===== src/rtl/wide_add_sequencer.sv =====
// Multi-precision adder/subtractor: time-shares one 32-bit adder over WORDS slices,
// least-significant slice first, carrying between slices through a register.

module ripple_adder32 (
  input  logic        c_in,
  input  logic [31:0] A,
  input  logic [31:0] B,
  output logic [31:0] sum,
  output logic        c_out
);
  logic [32:0] w_total;

  assign w_total = {1'b0, A} + {1'b0, B} + {32'd0, c_in};
  assign sum     = w_total[31:0];
  assign c_out   = w_total[32];
endmodule

module wide_add_sequencer #(
  parameter int WORDS = 4,
  parameter int IDX_W = 2
) (
  input  logic              clk,
  input  logic              rst,
  input  logic              start,
  input  logic              sub,
  input  logic [32*WORDS-1:0] a_in,
  input  logic [32*WORDS-1:0] b_in,
  output logic              busy,
  output logic              done,
  output logic [32*WORDS-1:0] result,
  output logic              c_out,
  output logic              ovf
);
  localparam int W = 32 * WORDS;

  typedef enum logic [1:0] {S_IDLE, S_RUN, S_DONE} state_t;

  state_t           r_state;
  logic [IDX_W-1:0] r_idx;
  logic             r_carry;
  logic [W-1:0]     r_op_a;
  logic [W-1:0]     r_op_b;
  logic [W-1:0]     r_result;
  logic             r_c_out;
  logic             r_ovf;
  logic             r_busy;
  logic             r_done;

  logic [31:0]      w_slice_a;
  logic [31:0]      w_slice_b;
  logic [31:0]      w_sum;
  logic             w_cout;
  logic             w_last;

  assign w_slice_a = r_op_a[r_idx*32 +: 32];
  assign w_slice_b = r_op_b[r_idx*32 +: 32];
  assign w_last    = (r_idx == IDX_W'(WORDS - 1));

  ripple_adder32 u_adder (
    .c_in  (r_carry),
    .A     (w_slice_a),
    .B     (w_slice_b),
    .sum   (w_sum),
    .c_out (w_cout)
  );

  always_ff @(posedge clk) begin
    if (rst) begin
      r_state  <= S_IDLE;
      r_idx    <= '0;
      r_carry  <= 1'b0;
      r_op_a   <= '0;
      r_op_b   <= '0;
      r_result <= '0;
      r_c_out  <= 1'b0;
      r_ovf    <= 1'b0;
      r_busy   <= 1'b0;
      r_done   <= 1'b0;
    end else begin
      case (r_state)
        S_IDLE, S_DONE: begin
          r_done <= 1'b0;
          if (start) begin
            // Subtraction is A + ~B + 1: the +1 enters as the initial carry.
            r_op_a  <= a_in;
            r_op_b  <= sub ? ~b_in : b_in;
            r_carry <= sub;
            r_idx   <= '0;
            r_busy  <= 1'b1;
            r_state <= S_RUN;
          end else begin
            r_state <= S_IDLE;
          end
        end
        S_RUN: begin
          r_result[r_idx*32 +: 32] <= w_sum;
          r_carry                  <= w_cout;
          if (w_last) begin
            r_c_out <= w_cout;
            r_ovf   <= (r_op_a[W-1] == r_op_b[W-1]) && (w_sum[31] != r_op_a[W-1]);
            r_idx   <= '0;
            r_busy  <= 1'b0;
            r_done  <= 1'b1;
            r_state <= S_DONE;
          end else begin
            r_idx <= r_idx + 1'b1;
          end
        end
        default: r_state <= S_IDLE;
      endcase
    end
  end

  assign busy   = r_busy;
  assign done   = r_done;
  assign result = r_result;
  assign c_out  = r_c_out;
  assign ovf    = r_ovf;
endmodule


===== config.mk =====
export PLATFORM = sky130hd
export DESIGN_NAME = wide_add_sequencer
export DESIGN_NICKNAME = d
export VERILOG_FILES = /design/src/rtl/wide_add_sequencer.sv
export SDC_FILE = /design/constraint.sdc
export NUM_CORES = 1
export LEC_CHECK = 0
export CORE_MARGIN = 8
export CORE_UTILIZATION = 55
export DETAILED_ROUTE_END_ITERATION = 16
export HOLD_SLACK_MARGIN = 0.06
export PLACE_DENSITY = 0.86
export RECOVER_POWER = 100
export SYNTH_ARGS = -nofsm -noshare
export SYNTH_HDL_FRONTEND = slang
export SYNTH_HIERARCHICAL = 1
export SYNTH_SLANG_ARGS = --single-unit

===== constraint.sdc =====
create_clock -name clk -period 6.95 [get_ports clk]
set_input_delay 1.0425 -clock clk [delete_from_list [all_inputs] [get_ports clk]]
set_output_delay 1.0425 -clock clk [all_outputs]
set_load 0.01 [all_outputs]

After elaboration in Yosys (flattened, before gate mapping)
Index checks and enable logic that the tools add are counted. W data, S select, Z words.

Reduce and logical (&&, ||, !) cells: 9. Muxes and demuxes: 15. Bitwise operators: 1. Divide/modulo/power cells: 0. Add/sub/neg operators: 4. Shifts and indexed selects: 4. Multiply operators: 0. $lt $le $gt $ge: 0. Eq/ne operators: 7.

Operators with widths (count): $shiftx A128 B8 Y32 (2); $bwmux W128 (1); $mux W128 (1); $not A128 Y128 (1); $shift A32 B34 Y128 const A (1); $shiftx A32 B34 Y128 (1); $neg A7 Y34 (1); $add A32 B32 Y33 (1); $add A33 B1 Y33 (1); $pmux W2 S2 (2); $reduce_and A2 Y1 (4); $mux W2 (3); $pmux W1 S2 (3); $mux W1 (5); $eq A2 B2 Y1 const B (2); $ne A2 B2 Y1 const B (2); $reduce_and A3 Y1 (1); $add A2 B1 Y2 const B (1); $eq A2 B1 Y1 const B (1); $logic_not A2 Y1 (1); $reduce_bool A2 Y1 (1); $reduce_or A2 Y1 (1); $eq A1 B1 Y1 (1); $logic_and A1 B1 Y1 (1); $ne A1 B1 Y1 (1).

Memory bits (writable): 0. Bits in registers: 393. Output and inout bits: 132. Memories: 0. Bits in latches: 0. Bits in read-only memories: 0.

Longest topological paths before layout
Gate-level depths: netlist of run 1.

Word-level depth: 5. Depth in mapped cells: 15. Gate-level depth less buffers: 12.

Cells and area by module
Netlist of run 1, hierarchy kept.

Modules (own cells, without submodules): wide_add_sequencer (instances 1, cells an instance 1766, area each 16328.2 um2); ripple_adder32 (instances 1, cells an instance 259, area each 1854.3 um2).

Worst setup path after synthesis of run 1
Ideal clock, no wire load.

Kind: flip-flop to flip-flop. From: reg r_idx[0]. To: reg r_result[124], in the netlist result[124]. Library setup time: 0.070 ns. Arrival time: 3.998 ns. Cell stages (with the launch flop): 16. Data required time: 6.880 ns. Setup slack: 2.882 ns. Path through: dfxtp_1 buf_4 buf_6 buf_4 mux4_2 fa_1 fa_1 a21oi_1 o32ai_1 o211ai_2 a21o_1 o21ai_2 a21o_1 a311oi_1 nand3_1 a21oi_1.

Cells in the longest elaborated chain, start to end: 5. Elaborated cells on any way between the ends: 8. Classes of those cells: add/sub: 3; shift: 4; mux: 1.

RTL lines: from (decl) (line 39) `logic [IDX_W-1:0] r_idx;`; from (signal assigned) (line 106) `r_idx <= r_idx + 1'b1;`; $shiftx A128 B8 Y32 (line 55) `assign w_slice_a = r_op_a[r_idx*32 +: 32];`; net w_slice_a[0] (line 49) `logic [31:0] w_slice_a;`; $add A32 B32 Y33 (line 13) `assign w_total = {1'b0, A} + {1'b0, B} + {32'd0, c_in};`; $add A33 B1 Y33 (line 13); net w_sum[28] (line 51) `logic [31:0] w_sum;`; $shiftx A32 B34 Y128 (line 96) `r_result[r_idx*32 +: 32] <= w_sum;`; $bwmux W128 (line 96); to (signal, indexed assignment) (line 96); to (decl) (line 43) `logic [W-1:0] r_result;`.

The timed path passes the listed nets, and every way through them passes these cells. A chain may end at the register's enable or synchronous reset.

Final worst setup path of run 1
From: in rst. To: reg r_op_b[84].

RTL lines: from (decl) (line 23) `input logic rst,`; to (signal assigned) (line 86) `r_op_b <= sub ? ~b_in : b_in;`; to (decl) (line 42) `logic [W-1:0] r_op_b;`.

No word-level cell between the ends.

==> flow_summary_export.csv, run 1 <==
group,metric,value,unit
outcome,status,"complete, but fails checks",
outcome,violations,"capacitance limit, slew limit",
layout,area_growth,27.8,%
yosys,ys_ff_latch,393,
hold_path,holdPathStages,2,
die,chipHeight,198,um
layout,final_nets,2600,
clocking,numCtsBuffers,40,
grt,grt_pass1_wl,91300,um
hold_path,worstHoldStart,"result[111]",
grt,grt_pass1_vias,16203,
drt,vias,16506,
yosys,syn-num-nets,2324,
clocking,clkTransAtPathRegs,0.06,ns
sta,worstMarginPinSlew,5.04,ns
sta,slew_viol_final,552,
worst_setup_path,regToRegStartpoint,"r_state[0]",
drt,antenna_left,0,
worst_setup_path,regToRegSetupSlack,1.55,ns
hold_path,hold_path_end,"result[111]",
place,dp_cells,2701,
place,gp_congestion,0.906,
layout,drive_gt1_share,6.88,%
die,die_w,198,um
layout,fin_cells,2770,
yosys,ys_seq_area_share,43.3,%
die,pin_count,392,
clocking,clock-sinks,393,
yosys,synth_area,18200,sq um
yosys,async_reset_ff_share,0,%
worst_setup_path,cp.required,7.13,ns
pwr,p_sw,1540,uW
sta,hold_viol,0,
yosys,ys_warn_count,6,
grt,grt_use_total,29.4,%
yosys,yosysTopAreaCell,"dfxtp_1",
pwr,seqPwrFrac,43.9,%
drt,routedWlPerCell,21.6,um
yosys,yosysMostFrequentCell,"dfxtp_1",
die,core_area,32500,sq um
layout,regArea,7880,sq um
yosys,synthDistinctLibCells,70,
yosys,syn_inst,2025,
drt,via_per_inst,5.96,
sta,rsz0062_at_grt,"false",
clocking,h-tree-depth,2,
drt,wl,59800,um
pwr,peakVddDrop,0.000133,V
sta,fin_skew,0.0190,ns
sta,period_minus_slack,5.62,ns
grt,overflow,0,
place,port_buffers,391,
drt,drtPass1Iterations,7,
pwr,p_per_area,242,nW/um^2
sta,fin_setup_tns,0,ns
pwr,leakagePower,0.00872,uW
layout,multi_input_area,9400,sq um
grt,grt_max_degree,226,
yosys,synth_common_cells,"393 x dfxtp_1, 378 x nand2_1, 264 x a21oi_1",
die,start_util,55.9,%
worst_setup_path,end_kind,"flip-flop",
die,die-area,39100,sq um
worst_setup_path,critPathKind,"in -> reg",
sta,fmax,0.178,GHz
worst_setup_path,reg2regPathDepth,4,
die,rows,66,
clocking,post_cts_buffers,0,
flow_run,maxCapViolations,5,
pwr,clockPowerShare,38.3,%
pwr,power_frac_comb,17.8,%
drt,drc,0,
pwr,swShare,27.3,%
clocking,cts_root_buf,"clkbuf_16",
worst_setup_path,crit_arrival,5.80,ns
worst_setup_path,timing.rr.end,"r_op_a[90]",
layout,utilization,71.4,%
sta,setup_viol,0,
clocking,ctsLongestPathBuffers,3,
yosys,synth_area_leaders,"dfxtp_1 43%, mux4_2 7.9%, nand2_1 7.8%",
hold_path,hp-class,"reg -> reg",
place,dp_hpwl,43700,um
yosys,syn_avg_cell_area,8.98,sq um
yosys,synthDominantCellAreaShare,43.3,%
clocking,cts_resized,0,
sta,slew_headroom,-236,%
clocking,ctsHoldBuffers,0,
worst_setup_path,start_kind,"primary input",
worst_setup_path,crit_fanout,225,
yosys,synth-edff-count,0,
layout,fill_cells,2471,
yosys,ys.flop_type,"dfxtp_1",
drt,drt_iter0_markers,1474,
grt,antenna_found_initial,1,
pwr,p_int,4090,uW
clocking,cts_tree,"built",
clocking,insertion_delay,0.54,ns
sta,period_share,80.9,%
sta,hold_ws,0.451,ns
per-layer routing:
layer / wire (um) / track usage, %
met1: 24100 / 37.3
met2: 27100 / 47.1
met3: 5510 / 6.59
met4: 2990 / 14.0
met5: 0 / 0
final cells by class:
type	count	area share [%]
timing repair buffer	408	17.4
tap	442	2.38
sequential	393	33.9
clock buffer	54	5.11
clock inverter	14	0.603
inverter	11	0.178
multi-input combinational	1447	40.4
antenna	1	0.0108
sequential cells by signal (all words and copies together), names as in the netlist:
name	flops
r_op_a	128
r_op_b	128
result	128
r_idx	2
r_state	2
busy	1
c_out	1
done	1
ovf	1
r_carry	1
how the worst max path moves through the flow:
stage | startpoint | end | slack (ns) | cells past startpoint
global route | rst | r_op_b[6] | 0.99 | 3
CTS | r_idx[0] | result[52] | 2.25 | 12
global placement | r_idx[0] | result[58] | 2.34 | 12
floorplan | r_idx[0] | result[124] | 2.88 | 15
finish | rst | r_op_b[84] | 1.33 | 3
detailed placement | r_idx[0] | result[52] | 2.27 | 12
kinds of logic after synthesis:
family / share of synthesized area, %
AOI/OAI and AO/OA: 17.4
xor gates and xnor gates: 7.37
adders and majority gates: 2.77
buffers and inverters: 4.85
DFF: 43.3
muxes: 7.98
and+or+nand+nor: 16.3
power by group through the flow:
stage / combinational, uW / clock, uW / sequential, uW
3_3_place_gp: 965 / 0 / 2510
3_5_place_dp: 986 / 0 / 2520
5_1_grt: 1070 / 2260 / 2480
6_report: 1000 / 2160 / 2470
2_1_floorplan: 627 / 0 / 2480
4_1_cts: 993 / 2170 / 2470
layout by cell type, fill, tap and decap left out, drive strengths merged, types with 3 or more instances in the layout:
cell | synthesis | layout
a2111oi | 3 | 3
a211o | 3 | 3
a211oi | 135 | 135
a21o | 13 | 13
a21oi | 264 | 264
a32o | 32 | 32
and3 | 4 | 4
and3b | 3 | 3
buf | 91 | 15
clkbuf | 83 | 58
clkdlybuf4s50 | 0 | 257
clkinv | 1 | 11
dfxtp | 393 | 393
dlygate4sd3 | 0 | 132
ha | 37 | 37
inv | 10 | 11
mux4 | 64 | 64
nand2 | 380 | 380
nand2b | 3 | 3
nand3 | 102 | 102
nand3b | 6 | 6
nand4 | 9 | 9
nor2 | 153 | 153
nor2b | 3 | 3
nor3 | 7 | 7
nor4b | 3 | 3
o211ai | 5 | 5
o21a | 5 | 5
o21ai | 22 | 22
o21bai | 6 | 6
o31ai | 3 | 3
or3 | 5 | 5
xnor2 | 138 | 138
xor2 | 15 | 15
worst max-delay path, cell delays in order:
cell,delay (ns)
clkbuf_4,1.12
clkbuf_2,3.24
a211oi_1,0.15
stage by stage:
step,setup slack (ns),instance area [sq um],power [uW]
4_1_cts,2.25,23300,5630
5_1_grt,0.993,23200,5820
2_1_floorplan,2.88,18200,3100
6_report,1.33,23200,5630
3_3_place_gp,2.34,22000,3470
3_5_place_dp,2.27,22000,3500
Note: power is estimated with default switching activity, not from simulation.
==> inputs of run 2 (changes only) <==
CORE_UTILIZATION = 51   (was 55)
PLACE_DENSITY = 0.8   (was 0.86)
clock period = 5.4 ns   (was 6.95 ns; I/O delays follow)
==> run 2 against run 1 <==
The run still ends with capacitance limit, slew limit left. Clock power up 26%. Global-route usage down 2.3 points. Register-to-register slack worse by 0.99 ns. Sequential power up 29%. Worst hold slack worse by 0.00094 ns. First-iteration DRC count down 16%. Clock skew up 0.0062 ns. Total power up 28%. Cell count up 1.1%. Non-clock buffer count up 7. Via count down 1.3%.
==> flow_summary_export.csv, run 2 (synthesis results as in run 1) <==
group,metric,value,unit
outcome,status,"complete, but fails checks",
outcome,violations,"capacitance limit, slew limit",
sta,fin_setup_tns,0,ns
layout,final_cell_mix,"391 x dfxtp_1, 378 x nand2_1, 264 x a21oi_1",
place,dp_cells,2727,
drt,drc,0,
clocking,cts_root_buf,"clkbuf_16",
drt,antenna_left,0,
die,core_area,35300,sq um
place,port_buffers,391,
flow_run,maxCapViolations,6,
grt,overflow,0,
sta,slew_viol_final,345,
sta,setup_viol,0,
worst_setup_path,crit_top_cell,"a21oi_1",
worst_setup_path,crit_arrival,5.30,ns
layout,final_nets,2606,
place,dp_slack,0.886,ns
grt,grt_max_degree,255,
sta,fmax,0.207,GHz
layout,area_growth,28.0,%
clocking,post_cts_buffers,0,
die,rows,69,
worst_setup_path,regToRegSetupSlack,0.56,ns
worst_setup_path,crit_slowest_cell,"o41ai_1",
worst_setup_path,critPathKind,"reg -> reg",
place,dp_hpwl,44600,um
sta,period_minus_slack,4.84,ns
sta,fin_skew,0.0252,ns
die,die-area,41900,sq um
worst_setup_path,timing.rr.end,"result[89]",
grt,grt_pass1_wl,89500,um
drt,drtPass1Iterations,7,
hold_path,hp-class,"reg -> reg",
drt,wl,59900,um
worst_setup_path,cp-endpoint,"result[89]",
grt,antenna_found_initial,4,
clocking,numCtsBuffers,39,
clocking,clkTransAtPathRegs,0.06,ns
clocking,cts_tree,"built",
worst_setup_path,start_kind,"flip-flop",
clocking,cts_resized,0,
worst_setup_path,end_kind,"flip-flop",
worst_setup_path,regToRegStartpoint,"r_idx[0]",
die,chipHeight,205,um
sta,rsz0062_at_grt,"false",
sta,period_share,89.7,%
pwr,peakVddDrop,0.000207,V
layout,fin_cells,2801,
drt,drt_iter0_markers,1240,
clocking,ctsHoldBuffers,0,
die,pin_count,392,
grt,grt_pass1_vias,15754,
worst_setup_path,critPathMaxStageDelay,0.76,ns
layout,drive_gt1_share,6.85,%
worst_setup_path,reg2regPathDepth,12,
clocking,clock-sinks,393,
worst_setup_path,critPathBufInv,1,
clocking,ctsLongestPathBuffers,3,
sta,hold_viol,0,
sta,finalWorstSetupSlack,0.558,ns
pwr,leakagePower,0.00872,uW
sta,slew_headroom,-90.2,%
layout,final_common_cell,"dfxtp_1",
pwr,p_per_area,310,nW/um^2
worst_setup_path,cp.required,5.86,ns
die,start_util,51.5,%
worst_setup_path,crit_fanout,19,
drt,routedWlPerCell,21.4,um
drt,vias,16289,
die,die_w,205,um
worst_setup_path,startpoint,"r_idx[0]",
worst_setup_path,crit_chain,"buf_4 > mux4_2 > ha_1 > a21oi_1 > o211ai_1 > a21boi_0 > nand2_1 > o41ai_1 > o31ai_1 > xor2_1 > nand3_1 > a21oi_1",
sta,hold_ws,0.450,ns
worst_setup_path,crit_family,"compound AO/OA/AOI/OAI gates",
place,gp_congestion,0.885,
worst_setup_path,cp.depth,12,
drt,via_per_inst,5.82,
clocking,insertion_delay,0.54,ns
sta,worstMarginPinSlew,2.85,ns
grt,grt_use_total,27.1,%
clocking,h-tree-depth,2,
-- run 2: changes by cell type in the layout (fill, tap and decap cells not counted), moves of 3 or more --
cell / before / now
diode_2: 1 / 4
buf_4: 13 / 9
clkbuf_16: 43 / 40
clkbuf_2: 1 / 8
clkbuf_8: 7 / 14
clkbuf_1: 6 / 12
-- run 2: metrics by stage --
step	power [uW]	utilization (%)	area, sq um
floorplan	4000	-	18200
global placement	4510	62.6	22100
detailed placement	4530	62.6	22100
CTS	7230	66.3	23400
global route	7460	65.9	23300
finish	7210	65.9	23300
-- run 2: power breakdown --
part	total, uW	internal, uW	switching (uW)	leakage [uW]
logic	1300	562	736	0.00485
clock network	2730	1600	1130	0.000654
registers	3180	3060	113	0.00322
-- run 2: layer usage --
layer | wire length (um) | vias up | global-route usage [%]
met2 | 27700 | 773 | 43.6
met1 | 23600 | 7671 | 34.0
met3 | 5930 | 141 | 6.72
met5 | 0 | - | 0
li1 | - | 7704 | -
met4 | 2680 | 0 | 12.5
-- run 2: worst min path at each step --
stage / endpoint / slack (ns) / cells past startpoint / start
floorplan: r_op_a[64] / 0.43 / 2 / r_op_a[64]
finish: result[38] / 0.45 / 2 / result[38]
CTS: r_op_a[102] / 0.45 / 2 / r_op_a[102]
global placement: result[38] / 0.44 / 2 / result[38]
detailed placement: result[38] / 0.45 / 2 / result[38]
global route: result[77] / 0.47 / 2 / result[77]
-- run 2: cell type report --
| type | count | area [sq um] |
|---|---|---|
| antenna | 4 | 10.0 |
| clock buffer | 60 | 1220 |
| clock inverter | 10 | 90.1 |
| fill | 2778 | 12000 |
| inverter | 11 | 41.3 |
| multi-input combinational | 1447 | 9380 |
| sequential | 393 | 7880 |
| tap | 461 | 577 |
| timing repair buffer | 415 | 4080 |
-- run 2: tightest hold or removal path: cells and delay by family, from the launching register on --
family	cells	cell delay (ns)
DFF	1	0.30
and+or+nand+nor	1	0.05
AOI/OAI and AO/OA	1	0.05
==> inputs of run 3 (changes only) <==
PLACE_DENSITY = 0.81   (was 0.8)
REMOVE_ABC_BUFFERS = 1   (was unset)
SYNTH_HIERARCHICAL = unset   (was 1)
==> run 3 against run 2 <==
The flow still finishes with violations (capacitance limit, slew limit). Global-route usage is 1.2 points lower. Flip-flop and latch count stayed put. Combinational power is 6% lower. Via count is 5.9% lower. Sequential power hardly changed. Critical path depth is 1 lower. Utilization is 1.1 points higher. Non-clock buffer count is 1 lower. Sequential share of layout area is 0.51 points higher. Clock power hardly changed. Total power is 1.5% lower. Largest power group unchanged. Highest routed layer unchanged.
==> flow_summary_export.csv, run 3 <==
group,metric,value,unit
yosys,synth-edff-count,0,
clocking,ctsHoldBuffers,0,
layout,final_common_cell,"dfxtp_1",
grt,antenna_found_initial,4,
grt,grt_pass1_vias,15516,
worst_setup_path,regToRegStartpoint,"r_idx[0]",
yosys,ys.flop_type,"dfxtp_1",
grt,grt_use_total,25.9,%
yosys,synthDominantCellAreaShare,44.9,%
yosys,synthDistinctLibCells,52,
worst_setup_path,timing.rr.end,"result[59]",
worst_setup_path,reg2regPathDepth,11,
pwr,peakVddDrop,0.000180,V
drt,drc,0,
yosys,ys_seq_area_share,44.9,%
pwr,leakagePower,0.00878,uW
clocking,insertion_delay,0.52,ns
yosys,async_reset_ff_share,0,%
layout,final_nets,2502,
sta,setup_viol,0,
die,pin_count,392,
clocking,ctsLongestPathBuffers,3,
layout,fin_cells,2690,
yosys,ys_warn_count,0,
die,core_area,34200,sq um
outcome,status,"complete, but fails checks",
sta,period_share,84.9,%
die,die-area,40600,sq um
worst_setup_path,start_kind,"flip-flop",
sta,finalWorstSetupSlack,0.818,ns
clocking,post_cts_buffers,0,
drt,vias,15324,
die,rows,68,
layout,drive_gt1_share,7.04,%
hold_path,hp-class,"reg -> reg",
worst_setup_path,end_kind,"flip-flop",
hold_path,worstHoldStart,"r_op_a[64]",
place,dp_cells,2616,
layout,fill_cells,2657,
drt,routedWlPerCell,20.3,um
clocking,cts_resized,0,
sta,period_minus_slack,4.58,ns
hold_path,holdPathStages,2,
die,start_util,51.3,%
grt,grt_pass1_wl,86200,um
yosys,syn_inst,1898,
drt,drtPass1Iterations,5,
layout,area_growth,30.7,%
worst_setup_path,cp.required,5.77,ns
sta,fmax,0.218,GHz
outcome,violations,"capacitance limit, slew limit",
worst_setup_path,critPathKind,"reg -> reg",
grt,overflow,0,
sta,worstMarginPinSlew,1.90,ns
place,gp_congestion,0.843,
clocking,clock-sinks,393,
place,dp_slack,1.13,ns
sta,slew_headroom,-26.7,%
sta,fin_skew,0.0126,ns
place,dp_hpwl,39200,um
worst_setup_path,regToRegSetupSlack,0.82,ns
sta,hold_viol,0,
yosys,yosysTopAreaCell,"dfxtp_1",
clocking,h-tree-depth,2,
worst_setup_path,crit_fanout,23,
clocking,cts_tree,"built",
clocking,cts_root_buf,"clkbuf_16",
clocking,numCtsBuffers,40,
die,die_w,201,um
drt,antenna_left,0,
flow_run,maxCapViolations,5,
worst_setup_path,crit_arrival,4.95,ns
drt,drt_iter0_markers,1246,
yosys,synth_area,17500,sq um
grt,grt_max_degree,160,
pwr,power.total,7100,uW
drt,wl,54500,um
hold_path,hold_path_end,"r_op_a[64]",
clocking,clkTransAtPathRegs,0.06,ns
pwr,p_per_area,310,nW/um^2
die,chipHeight,201,um
layout,final_cell_mix,"391 x dfxtp_1, 298 x nand2_1, 256 x clkdlybuf4s50_1",
sta,rsz0062_at_grt,"false",
sta,slew_viol_final,394,
yosys,synth_area_leaders,"dfxtp_1 45%, mux4_2 8.2%, xnor2_1 7.2%",
place,port_buffers,391,
yosys,ys_ff_latch,393,
yosys,syn_avg_cell_area,9.24,sq um
yosys,yosysMostFrequentCell,"dfxtp_1",
yosys,synth_common_cells,"393 x dfxtp_1, 298 x nand2_1, 218 x nor2_1",
drt,via_per_inst,5.70,
[run 3: cell types whose count changed in the layout (fill, tap and decap cells not counted), moves of 5 or more]
cell / delta
a21o_1: +6
a21oi_1: -85
a22o_1: +53
a22oi_1: +64
a32o_1: -32
clkbuf_2: -8
nand2_1: -80
nand3_1: -87
nor2_1: +65
nor3_1: +5
o21a_1: -5
xnor2_1: +6
xor2_1: -5
[run 3: worst max-delay path by stage]
stage | slack (ns) | end | from | depth (start not counted)
2_1_floorplan | -9.09 | r_carry | start | 4
3_3_place_gp | 1.25 | result[27] | r_idx[0] | 11
3_5_place_dp | 1.13 | result[91] | r_idx[1] | 11
4_1_cts | 1.12 | result[59] | r_idx[1] | 11
5_1_grt | 0.46 | result[59] | r_idx[0] | 11
6_report | 0.82 | result[59] | r_idx[0] | 11
[run 3: worst max-delay path: stages, from the launching register on]
cell and delay (ns):
dfxtp_4 0.68, clkbuf_1 0.61, mux4_2 0.60, ha_1 0.41
a21oi_1 0.25, nand2_1 0.09, or2_2 0.32, o211ai_1 0.28
and2_1 0.20, nand2_1 0.08, o311ai_0 0.71, o21ai_0 0.19
[run 3: layer usage]
layer	vias up	track usage, %	routed length, um
met3	112	4.44	3380
met2	560	42.0	25500
li1	7336	-	-
met1	7316	34.0	23500
met5	-	0	0
met4	0	10.9	2130
[run 3: final cells by class]
cell class	instances	area, sq um	area share (%)
repair buffers	414	4110	17.9
diodes	4	10.0	0.0437
clock buffers	59	1190	5.21
well taps	455	569	2.48
multi-input cells	1344	9030	39.4
flip-flops and latches	393	7880	34.4
clock inverters	11	88.8	0.388
inverters	10	37.5	0.164
[run 3: report_power, final]
part | internal [uW] | switching (uW) | leakage, uW
Sequential | 3060 | 102 | 0.00322
Combinational | 559 | 664 | 0.00492
Clock | 1580 | 1130 | 0.000633
[run 3: logic make-up after synthesis]
logic type	synth area share [%]
buffers and inverters	3.52
AOI/OAI and AO/OA	19.2
adders and majority gates	2.87
DFF	44.9
xor gates and xnor gates	7.69
and+or+nand+nor	13.6
muxes	8.28
[run 3: metrics by stage]
step	TNS, ns	cell area (sq um)	hold WS, ns	util [%]
after floorplan	-2190.89	17000	0.427	-
after global placement	0	21700	0.434	63.5
after detailed placement	0	21700	0.444	63.5
after CTS	0	23000	0.453	67.3
after global routing	0	22900	0.472	67.0
final	0	22900	0.453	67.0
==> variant, RTL diff (settings of run 3) <==
Reset style: asynchronous (`rst`), changed in one clocked block.
--- a/src/rtl/wide_add_sequencer.sv
+++ b/src/rtl/wide_add_sequencer.sv
@@ -65,5 +65,5 @@
   );
 
-  always_ff @(posedge clk) begin
+  always_ff @(posedge clk or posedge rst) begin
     if (rst) begin
       r_state  <= S_IDLE;
Check against the original RTL: not settled (the Yosys comparison gave no result); the edit may change what the design does.
==> variant against run 3 <==
  * Final area is 5.5% higher
  * Critical path depth fell by 5
  * Final cell count shrank 2.8%
  * Synthesized area up 5.7%
  * Die area rose by 5.3%
  * Wire length grew 1.9%
  * Count of clock-buffer cells in the layout decreased by 1
  * Worst setup slack worse by 0.064 ns
  * The flow still finishes with violations (capacitance limit, slew limit)
  * Worst hold slack better by 0.018 ns
  * Sequential cell count unchanged
Power is not compared: it rests on default switching activity, and its combinational part moved more than twofold at a synthesized area within 25%.
==> variant: results (changes against run 3) <==
grt_pass1_wl_um: 86700  # +0.55%
async_flop_share_pct: 100  # +100 points
final_max_slew_viol_count: 518  # +31%
vias: 14881  # -2.9%
drive_above_1_share_pct: 7.32  # +0.28 points
yosysSeqAreaShare_pct: 53.1  # +8.2 points
grt.total_usage_pct: 25.9  # -0.033 points
outcome: "complete, but fails checks"
skew_ns: 0.0160  # +0.00332 ns
r2r-start: "r_idx[0]$_DFFE_PP0P_"
failed_checks: "capacitance limit, slew limit"
yosys-top-cells-count: "nand2_1, dfrtp_1, o21ai_0"
fill_cells: 2654  # -0.11%
wl_per_cell_um: 21.2  # +4.8%
hp-start: "r_op_a[77]$_DFFE_PP0P_"
dr_wl_met2_um: 26700  # +4.8%
cp_slowest_cell: "nor2_1"
maxCapViolCount: 10  # +5
wl_met3_um: 4510  # +33%
nets: 2414  # -3.5%
gp_congestion: 0.884  # +4.8%
numCtsBuffers: 41  # +2.5%
netlist_top_cells_area: "dfrtp_1, nand2_1, mux4_2"
arrival_ns: 5.09  # +0.14 ns
slowest_delay_ns: 2.34  # +1.63 ns
## variant: cell types whose count changed after synthesis, sizes merged, moves of 10 or more
| cell | before | now |
|---|---|---|
| dfrtp | 0 | 393 |
| dfxtp | 393 | 0 |
| nand2 | 298 | 568 |
| nor2 | 218 | 36 |
| a21oi | 179 | 32 |
| o21ai | 24 | 170 |
| a211oi | 135 | 4 |
| a22oi | 66 | 5 |
| a22o | 53 | 105 |
| clkbuf | 124 | 99 |
| buf | 27 | 13 |
| a21o | 18 | 7 |
| nand3 | 15 | 5 |
## variant: tightest hold or removal path, cell delays in order, from the launching register on
cell and delay, ns:
dfrtp_1 0.34, nand2_1 0.05, nand2_1 0.05
## variant: final timing paths
kind / endpoint / slack, ns / depth (start not counted)
worst min-delay path: r_op_a[77]$_DFFE_PP0P_ / 0.47 / 2
worst min register to register: r_op_a[77]$_DFFE_PP0P_ / 0.47 / 2
worst max-delay path: result[62]$_DFFE_PP0P_ / 0.75 / 6
max in group asynchronous: r_op_a[103]$_DFFE_PP0P_ / 1.21 / 3
min in group asynchronous: r_op_a[36]$_DFFE_PP0P_ / 1.61 / 2
worst max register to register: result[62]$_DFFE_PP0P_ / 0.75 / 6
## variant: stage by stage
stage,utilization [%],power (mW),setup TNS (ns),std cells,instance area (µm²)
after floorplan,-,10.8,-2965.06,1663,18100
after global placement,63.3,13.4,0,2540,22900
after detailed placement,63.3,13.7,0,2540,22900
after CTS,67.3,16.8,0,2614,24300
after global routing,66.8,17.6,0,2616,24200
final,66.8,16.5,0,2616,24200
## variant: logic make-up (layout without fill, tap and decap cells)
group	Yosys count	in the layout	synth area share, %
muxes	65	65	7.83
other	0	2	0
AOI/OAI and AO/OA	355	355	12.8
and+or+nand+nor	646	646	13.7
buffers and inverters	123	494	2.51
DFF	393	393	53.1
xor gates and xnor gates	154	154	7.36
adders and majority gates	39	39	2.71
## variant: power by group
group | switching (mW) | internal, mW | total [mW]
Combinational | 5.23 | 3.39 | 8.62
Clock | 1.16 | 1.86 | 3.02
Sequential | 0.717 | 4.16 | 4.88
## variant: final cells by class
cell class	count	area share, %
flip-flops and latches	393	40.7
multi-input cells	1259	33.9
repair buffers	409	16.8
clock buffers	58	4.89
well taps	468	2.42
clock inverters	16	1.10
inverters	11	0.186
diodes	2	0.0207
## variant: metal layers
metal  GRT usage (%)  vias up
li1                -     6730
met1            33.6     7378
met2            42.5      644
met3            5.60      129
met4            9.84        0
met5               0        -
